File: config.mk
export PLATFORM = sky130hd
export DESIGN_NAME = branch_history_predictor_flat
export DESIGN_NICKNAME = d
export VERILOG_FILES = /design/src/rtl/branch_history_predictor_pkg.sv /design/src/rtl/branch_history_predictor_if.sv /design/src/rtl/bhp_sat_counter.sv /design/src/rtl/branch_history_predictor.sv /design/src/flat_wrapper.sv
export SDC_FILE = /design/constraint.sdc
export NUM_CORES = 1
export LEC_CHECK = 0
export CAP_MARGIN = 20
export CELL_PAD_IN_SITES_DETAIL_PLACEMENT = 0
export CELL_PAD_IN_SITES_GLOBAL_PLACEMENT = 1
export CORE_ASPECT_RATIO = 0.75
export CORE_UTILIZATION = 38
export DETAILED_ROUTE_END_ITERATION = 7
export PLACE_DENSITY_LB_ADDON = 0.3
export SYNTH_ARGS = -nofsm -noshare
export SYNTH_HDL_FRONTEND = slang
export SYNTH_HIERARCHICAL = 1
export SYNTH_SLANG_ARGS = --single-unit
File: constraint.sdc
create_clock -name clk -period 4.1 [get_ports clk]
set_clock_uncertainty 0.15 [all_clocks]
set_input_delay 0.82 -clock clk [delete_from_list [all_inputs] [get_ports clk]]
set_output_delay 0.82 -clock clk [all_outputs]
set_load 0.02 [all_outputs]
File: src/rtl/branch_history_predictor_pkg.sv
// Shared definitions for the branch history predictor: branch func3 codes,
// clear-sweep FSM states and the counter reset-value helper.
package branch_history_predictor_pkg;

    // Conditional-branch func3 encodings (2 and 3 are illegal)
    localparam logic [2:0] BEQ  = 3'd0;
    localparam logic [2:0] BNE  = 3'd1;
    localparam logic [2:0] BLT  = 3'd4;
    localparam logic [2:0] BGE  = 3'd5;
    localparam logic [2:0] BLTU = 3'd6;
    localparam logic [2:0] BGEU = 3'd7;

    // Widest counter the table supports
    localparam int unsigned MAX_CTR_W = 4;

    typedef enum logic {
        IDLE  = 1'b0,
        SWEEP = 1'b1
    } clr_state_e;

    // Weakly not-taken starting value: 2^(w-1)-1, which is 0 for a 1-bit counter
    function automatic logic [MAX_CTR_W-1:0] ctr_init(input int unsigned ctr_w);
        return MAX_CTR_W'((32'd1 << (ctr_w - 32'd1)) - 32'd1);
    endfunction

endpackage

File: src/rtl/branch_history_predictor_if.sv
// Fetch lookup, EX resolution and table-clear signals of the branch history
// predictor.
//   if_pc / if_pred_taken            : fetch-stage lookup
//   ex_* , cf/zf/vf/sf               : EX-stage branch resolution
//   clear_req / clear_busy           : table sweep control
// master = pipeline side, slave = predictor side.
interface branch_history_predictor_if #(
    parameter int unsigned PC_W = 32
);
    logic [PC_W-1:0] if_pc;
    logic            if_pred_taken;
    logic            ex_valid;
    logic            ex_branch;
    logic [PC_W-1:0] ex_pc;
    logic [2:0]      ex_func3;
    logic            cf;
    logic            zf;
    logic            vf;
    logic            sf;
    logic            ex_pred_taken;
    logic            ex_taken;
    logic            ex_mispredict;
    logic            ex_illegal;
    logic            clear_req;
    logic            clear_busy;

    modport master (
        output if_pc, ex_valid, ex_branch, ex_pc, ex_func3,
               cf, zf, vf, sf, ex_pred_taken, clear_req,
        input  if_pred_taken, ex_taken, ex_mispredict, ex_illegal, clear_busy
    );

    modport slave (
        input  if_pc, ex_valid, ex_branch, ex_pc, ex_func3,
               cf, zf, vf, sf, ex_pred_taken, clear_req,
        output if_pred_taken, ex_taken, ex_mispredict, ex_illegal, clear_busy
    );
endinterface

File: src/rtl/bhp_sat_counter.sv
// Saturating up/down step of a CTR_W-bit prediction counter.
//   cnt      : current counter value
//   up       : 1 = step up (taken), 0 = step down (not taken)
//   cnt_next : value after one saturating step
module bhp_sat_counter #(
    parameter int unsigned CTR_W = 2
) (
    input  logic [CTR_W-1:0] cnt,
    input  logic             up,
    output logic [CTR_W-1:0] cnt_next
);
    localparam logic [CTR_W-1:0] CTR_MAX = {CTR_W{1'b1}};

    // Hold at the rails, otherwise move one step
    always_comb begin
        cnt_next = cnt;
        if (up && (cnt != CTR_MAX)) begin
            cnt_next = cnt + CTR_W'(1);
        end else if (!up && (cnt != '0)) begin
            cnt_next = cnt - CTR_W'(1);
        end
    end
endmodule

File: src/rtl/branch_history_predictor.sv
// Branch direction predictor: a table of saturating counters looked up at
// fetch, branch resolution from ALU flags in EX with mispredict detection,
// training on every legal resolved branch, and a one-entry-per-cycle clear
// sweep.
//   clk, rst_n        : clock, asynchronous active-low reset
//   bus (slave)       : lookup / resolution / clear signals
//   stat_branches     : legal resolved branches     (BHP_STATS_EN only)
//   stat_mispredicts  : mispredicted legal branches (BHP_STATS_EN only)
// Optional feature macro: BHP_STATS_EN.
module branch_history_predictor
    import branch_history_predictor_pkg::*;
#(
    parameter int unsigned ENTRIES = 16,
    parameter int unsigned CTR_W   = 2,
    parameter int unsigned PC_W    = 32
) (
    input  logic        clk,
    input  logic        rst_n,
`ifdef BHP_STATS_EN
    output logic [31:0] stat_branches,
    output logic [31:0] stat_mispredicts,
`endif
    branch_history_predictor_if.slave bus
);
    localparam int unsigned      IDX_W    = $clog2(ENTRIES);
    localparam logic [CTR_W-1:0] INIT_VAL = CTR_W'(ctr_init(CTR_W));

    logic [CTR_W-1:0] table_q [ENTRIES];
    clr_state_e       state_q, state_d;
    logic [IDX_W-1:0] ptr_q, ptr_d;

    logic [IDX_W-1:0] if_idx_c, ex_idx_c;
    logic             resolve_c, legal_c, taken_raw_c, train_en_c;
    logic [CTR_W-1:0] trained_c;

    // PC bits outside the index are intentionally ignored
    logic unused_pc_bits;
    assign unused_pc_bits = ^{bus.if_pc[PC_W-1:IDX_W+2], bus.if_pc[1:0],
                              bus.ex_pc[PC_W-1:IDX_W+2], bus.ex_pc[1:0]};

    assign if_idx_c = bus.if_pc[IDX_W+1:2];
    assign ex_idx_c = bus.ex_pc[IDX_W+1:2];

    // Lookup: counter MSB, suppressed while the table is being cleared
    assign bus.if_pred_taken = (state_q == SWEEP) ? 1'b0 : table_q[if_idx_c][CTR_W-1];
    assign bus.clear_busy    = (state_q == SWEEP);

    // Branch condition from flags; cf is carry-out of a-b (set when a >= b unsigned)
    always_comb begin
        taken_raw_c = 1'b0;
        legal_c     = 1'b1;
        case (bus.ex_func3)
            BEQ:     taken_raw_c = bus.zf;
            BNE:     taken_raw_c = ~bus.zf;
            BLT:     taken_raw_c = bus.sf ^ bus.vf;
            BGE:     taken_raw_c = ~(bus.sf ^ bus.vf);
            BLTU:    taken_raw_c = ~bus.cf;
            BGEU:    taken_raw_c = bus.cf;
            default: legal_c     = 1'b0;
        endcase
    end

    assign resolve_c         = bus.ex_valid & bus.ex_branch;
    assign bus.ex_taken      = resolve_c & legal_c & taken_raw_c;
    assign bus.ex_illegal    = resolve_c & ~legal_c;
    assign bus.ex_mispredict = resolve_c & (bus.ex_taken ^ bus.ex_pred_taken);

    // Training is dropped while the sweep owns the table
    assign train_en_c = resolve_c & legal_c & (state_q == IDLE);

    bhp_sat_counter #(.CTR_W(CTR_W)) u_sat (
        .cnt      (table_q[ex_idx_c]),
        .up       (taken_raw_c),
        .cnt_next (trained_c)
    );

    // Clear FSM state register
    always_ff @(posedge clk or negedge rst_n) begin
        if (!rst_n) begin
            state_q <= IDLE;
            ptr_q   <= '0;
        end else begin
            state_q <= state_d;
            ptr_q   <= ptr_d;
        end
    end

    // Clear FSM next state: one entry per SWEEP cycle, requests ignored while sweeping
    always_comb begin
        state_d = state_q;
        ptr_d   = ptr_q;
        case (state_q)
            IDLE: begin
                if (bus.clear_req) begin
                    state_d = SWEEP;
                    ptr_d   = '0;
                end
            end
            SWEEP: begin
                ptr_d = ptr_q + IDX_W'(1);
                if (ptr_q == IDX_W'(ENTRIES - 1)) begin
                    state_d = IDLE;
                end
            end
            default: state_d = IDLE;
        endcase
    end

    // Counter table
    always_ff @(posedge clk or negedge rst_n) begin
        if (!rst_n) begin
            for (int i = 0; i < int'(ENTRIES); i++) begin
                table_q[i] <= INIT_VAL;
            end
        end else if (state_q == SWEEP) begin
            table_q[ptr_q] <= INIT_VAL;
        end else if (train_en_c) begin
            table_q[ex_idx_c] <= trained_c;
        end
    end

`ifdef BHP_STATS_EN
    logic legal_res_c, legal_misp_c;
    assign legal_res_c  = resolve_c & legal_c;
    assign legal_misp_c = legal_res_c & (taken_raw_c ^ bus.ex_pred_taken);

    // Saturating statistics; a clear request wins over counting
    always_ff @(posedge clk or negedge rst_n) begin
        if (!rst_n) begin
            stat_branches    <= '0;
            stat_mispredicts <= '0;
        end else if (bus.clear_req) begin
            stat_branches    <= '0;
            stat_mispredicts <= '0;
        end else if (legal_res_c) begin
            if (stat_branches != '1) begin
                stat_branches <= stat_branches + 32'd1;
            end
            if (legal_misp_c && (stat_mispredicts != '1)) begin
                stat_mispredicts <= stat_mispredicts + 32'd1;
            end
        end
    end
`endif

endmodule

File: src/flat_wrapper.sv
// flat-port wrapper written by rule: the top's interface ports become plain ports
module branch_history_predictor_flat import branch_history_predictor_pkg::*;
#(
    parameter int unsigned ENTRIES = 16,
    parameter int unsigned CTR_W   = 2,
    parameter int unsigned PC_W    = 32
)
  (clk, rst_n, bus_if_pc, bus_ex_valid, bus_ex_branch, bus_ex_pc, bus_ex_func3, bus_cf, bus_zf, bus_vf, bus_sf, bus_ex_pred_taken, bus_clear_req, bus_if_pred_taken, bus_ex_taken, bus_ex_mispredict, bus_ex_illegal, bus_clear_busy);
  branch_history_predictor_if #(.PC_W(PC_W)) bus_i ();
  input  logic clk;
  input  logic rst_n;
  input wire logic [$bits(bus_i.if_pc)-1:0] bus_if_pc;
  input wire logic [$bits(bus_i.ex_valid)-1:0] bus_ex_valid;
  input wire logic [$bits(bus_i.ex_branch)-1:0] bus_ex_branch;
  input wire logic [$bits(bus_i.ex_pc)-1:0] bus_ex_pc;
  input wire logic [$bits(bus_i.ex_func3)-1:0] bus_ex_func3;
  input wire logic [$bits(bus_i.cf)-1:0] bus_cf;
  input wire logic [$bits(bus_i.zf)-1:0] bus_zf;
  input wire logic [$bits(bus_i.vf)-1:0] bus_vf;
  input wire logic [$bits(bus_i.sf)-1:0] bus_sf;
  input wire logic [$bits(bus_i.ex_pred_taken)-1:0] bus_ex_pred_taken;
  input wire logic [$bits(bus_i.clear_req)-1:0] bus_clear_req;
  output wire logic [$bits(bus_i.if_pred_taken)-1:0] bus_if_pred_taken;
  output wire logic [$bits(bus_i.ex_taken)-1:0] bus_ex_taken;
  output wire logic [$bits(bus_i.ex_mispredict)-1:0] bus_ex_mispredict;
  output wire logic [$bits(bus_i.ex_illegal)-1:0] bus_ex_illegal;
  output wire logic [$bits(bus_i.clear_busy)-1:0] bus_clear_busy;
  assign bus_i.if_pc = bus_if_pc;
  assign bus_i.ex_valid = bus_ex_valid;
  assign bus_i.ex_branch = bus_ex_branch;
  assign bus_i.ex_pc = bus_ex_pc;
  assign bus_i.ex_func3 = bus_ex_func3;
  assign bus_i.cf = bus_cf;
  assign bus_i.zf = bus_zf;
  assign bus_i.vf = bus_vf;
  assign bus_i.sf = bus_sf;
  assign bus_i.ex_pred_taken = bus_ex_pred_taken;
  assign bus_i.clear_req = bus_clear_req;
  assign bus_if_pred_taken = bus_i.if_pred_taken;
  assign bus_ex_taken = bus_i.ex_taken;
  assign bus_ex_mispredict = bus_i.ex_mispredict;
  assign bus_ex_illegal = bus_i.ex_illegal;
  assign bus_clear_busy = bus_i.clear_busy;
  branch_history_predictor #(.ENTRIES(ENTRIES), .CTR_W(CTR_W), .PC_W(PC_W)) u_core (.clk(clk), .rst_n(rst_n), .bus(bus_i));
endmodule
==> metrics <==
Slew Limit Fails 0; Port Buffers 25; Post-synth EDFFs 0; CP endpoint kind output port; grt total ovfl 0; Pwr Density 497 nW/µm²; Final Hold Fails 0; die width 98.0 µm; Ys Warns 6; worst path bufs/invs 2; synth unique cells 48; Hold Path Depth 2; setup TNS 0 ps; routed via count 2,079; most frequent CP cell clkdlybuf4s50_1; Final period util around 96%; Area contributors post-synth dfrtp_1 20%, dfstp_2 16%, mux2i_1 11%; most used flip-flop cell after synthesis dfrtp_1; H-tree Lvls 2; Yosys top cell area share between 20% and 30%; critical path's top delay family buffers and inverters; Detailed Route WL 6670 µm; Clock Tree Buf Depth 2; fraction of layout cells with a size suffix above 1 approximately a fifth; synthesized instance count ~260; leakage between 1 and 1.5 nW; Total GRT Usage about a fifth; Post-CTS Resized 0; first-pass GRT wire length 11,000 µm; R2R depth 9; row cnt 25; r2r setup slk around 1400 ps; Ant. Diodes 0; CTS Buf Count 5; setup repair bufs after CTS 0; Final nets ~370; hold buffers post-CTS 0; failing checks design-rule violations; die area between 7000 and 8000 µm²; Root Buffer clkbuf_8; RSZ-0062 raised after global routing no; status finished with violations; Post-Layout Cell Count roughly 370; CTS Sinks 37; Fmax achieved between 200 and 300 MHz; DR pass1 iterations 7; post-DP HPWL a little under 5000 µm; Slew Limit Headroom about two fifths; Vias per Instance 5.70; largest net degree at the start of global routing 38; clock-pin slew on the worst setup and hold paths approximately 70 ps; Core Footprint between 6000 and 7000 µm²; sequential area share after synthesis ~36%; Skew-Pair Late Insertion Delay about 290 ps; DRC violations left 2; critical path class primary input to output port; Crit. path cell count 6; CP max stage delay 610 ps; initial antenna violation count 0; Layout area overhead 16.5%; initial drt markers around 200; CP Launch Type primary input; placed cells approximately 360; # IOs 82; Yosys reg bits 37; CTS tree yes; WP data required 3130 ps; vias in the first global route just under 2,000; actual slew at the worst max-slew pin 917 ps; final setup fails 0; largest area contributor in the netlist dfrtp_1; Max-cap violations 0; CP max-delay cell clkdlybuf4s50_1; Synth Cell Area about 2600 µm²; die height 74.0 µm; Post-Syn Nets 341; Final Critical Period 3920 ps; Routed Antenna Nets 0; area of placed instances approximately 3000 µm²; GPL Wtd Cong 0.805; worst hold path type register to register; Critical Path AT a little under 3000 ps; Initial Utilization 40.6%; WL/cell approximately 18 µm; worst path cell trace clkdlybuf4s50_1, mux4_2, o22ai_1, a311o_1, a21oi_1, clkdlybuf4s50_1; Final Cell Area 3060 µm²; crit-path max FO 5; ys async rst share 100%; Worst VDD drop 0.000317 V; Avg Cell Area, Syn approximately 10 µm²
[cell usage after synthesis (4+ instances only)]
library cell   n
o21ai_0        9
nand3b_1       4
a21boi_0       6
clkbuf_1       8
dfrtp_1       21
ha_1           6
dfstp_2       16
a21oi_1       12
nor2_1        11
mux2_2         9
inv_1          8
nor2b_1        5
nor3_1         7
mux4_2        10
nand3_1       19
mux2i_1       29
nand2b_1       7
nand2_1       23
[area by class of cell]
type | instances | area, µm²
Clock buffer | 7 | 96.3
Multi-Input combinational cell | 199 | 1580
Sequential cell | 37 | 946
Clock inverter | 1 | 5.00
Inverter | 8 | 30.0
Timing Repair Buffer | 32 | 298
Tap cell | 81 | 101
Fill cell | 620 | 3410
[state kept, by name (all words and copies together), names as in the netlist]
register               flops
u_core/table_q            32
u_core/bus.clear_busy      1
u_core/ptr_q               4
[report_power, final]
group          leakage [nW]  switching [mW]  internal (mW)  total, mW
registers             0.447           0.131          0.493      0.623
clock network        0.0542           0.135          0.152      0.287
logic                 0.798           0.346          0.265      0.611
[final timing paths]
path	from	end
max	bus_if_pc[2]	bus_if_pred_taken
min	u_core/table_q[6]	u_core/table_q[6]
max reg2reg	u_core/table_q[9]	u_core/table_q[6]
min reg2reg	u_core/table_q[6]	u_core/table_q[6]
max in group asynchronous	rst_n	u_core/table_q[7]
min in group asynchronous	rst_n	u_core/table_q[27]
[layer usage]
metal	track usage (%)	part of all wire, %	vias up
li1	-	-	1006
met1	31.5	54	1020
met2	29.3	41	49
met3	3.29	5.1	4
met4	5.56	0.73	0
met5	0	0	-
[worst min-delay path, cell delays in order, from the launching register on]
cell     delay [ps]
dfstp_2         380
inv_1            50
a31oi_1          70
[per-stage QoR]
step	hold WS (ps)	power (mW)	utilization (%)	setup WS, ps
6_report	343	1.52	47.3	181
4_1_cts	347	1.53	47.3	174
3_3_place_gp	331	1.23	45.7	153
2_1_floorplan	312	1.02	-	979
5_1_grt	378	1.62	47.3	48.2
3_5_place_dp	333	1.23	45.7	182
[placed cells by master (no fill, tap or decap), types with 2 or more instances in the layout]
master	synthesis	routed
o21ai_1	2	2
a21boi_0	6	6
o22ai_1	2	2
and3b_1	2	2
dfstp_2	16	16
ha_1	6	6
dfrtp_1	21	21
nor4_2	3	3
o21ai_0	9	9
o311a_1	2	2
nand3_1	19	19
nor3_1	7	7
nor2_1	11	11
a211oi_1	3	3
clkdlybuf4s50_1	0	24
nand2b_1	7	7
nand2_1	23	23
nand4_1	3	3
mux4_2	10	10
nor2b_1	5	5
a22oi_1	2	2
clkbuf_8	0	7
xor2_1	2	2
buf_4	1	7
mux2i_1	29	29
nand3b_1	4	4
a21oi_1	12	12
inv_1	8	8
mux2_2	9	9
xnor2_1	3	3
nor4b_2	3	3
[kinds of logic after synthesis]
kind of cell	Yosys count	share of synthesized area [%]
buffers and inverters	22	3.71
and+or+nand+nor	94	20.4
xor gates and xnor gates	6	2.57
muxes	48	23.5
adders and majority gates	6	2.86
DFF	37	36.0
AOI/OAI and AO/OA	45	11.0
(Power assumes the default switching activity.)
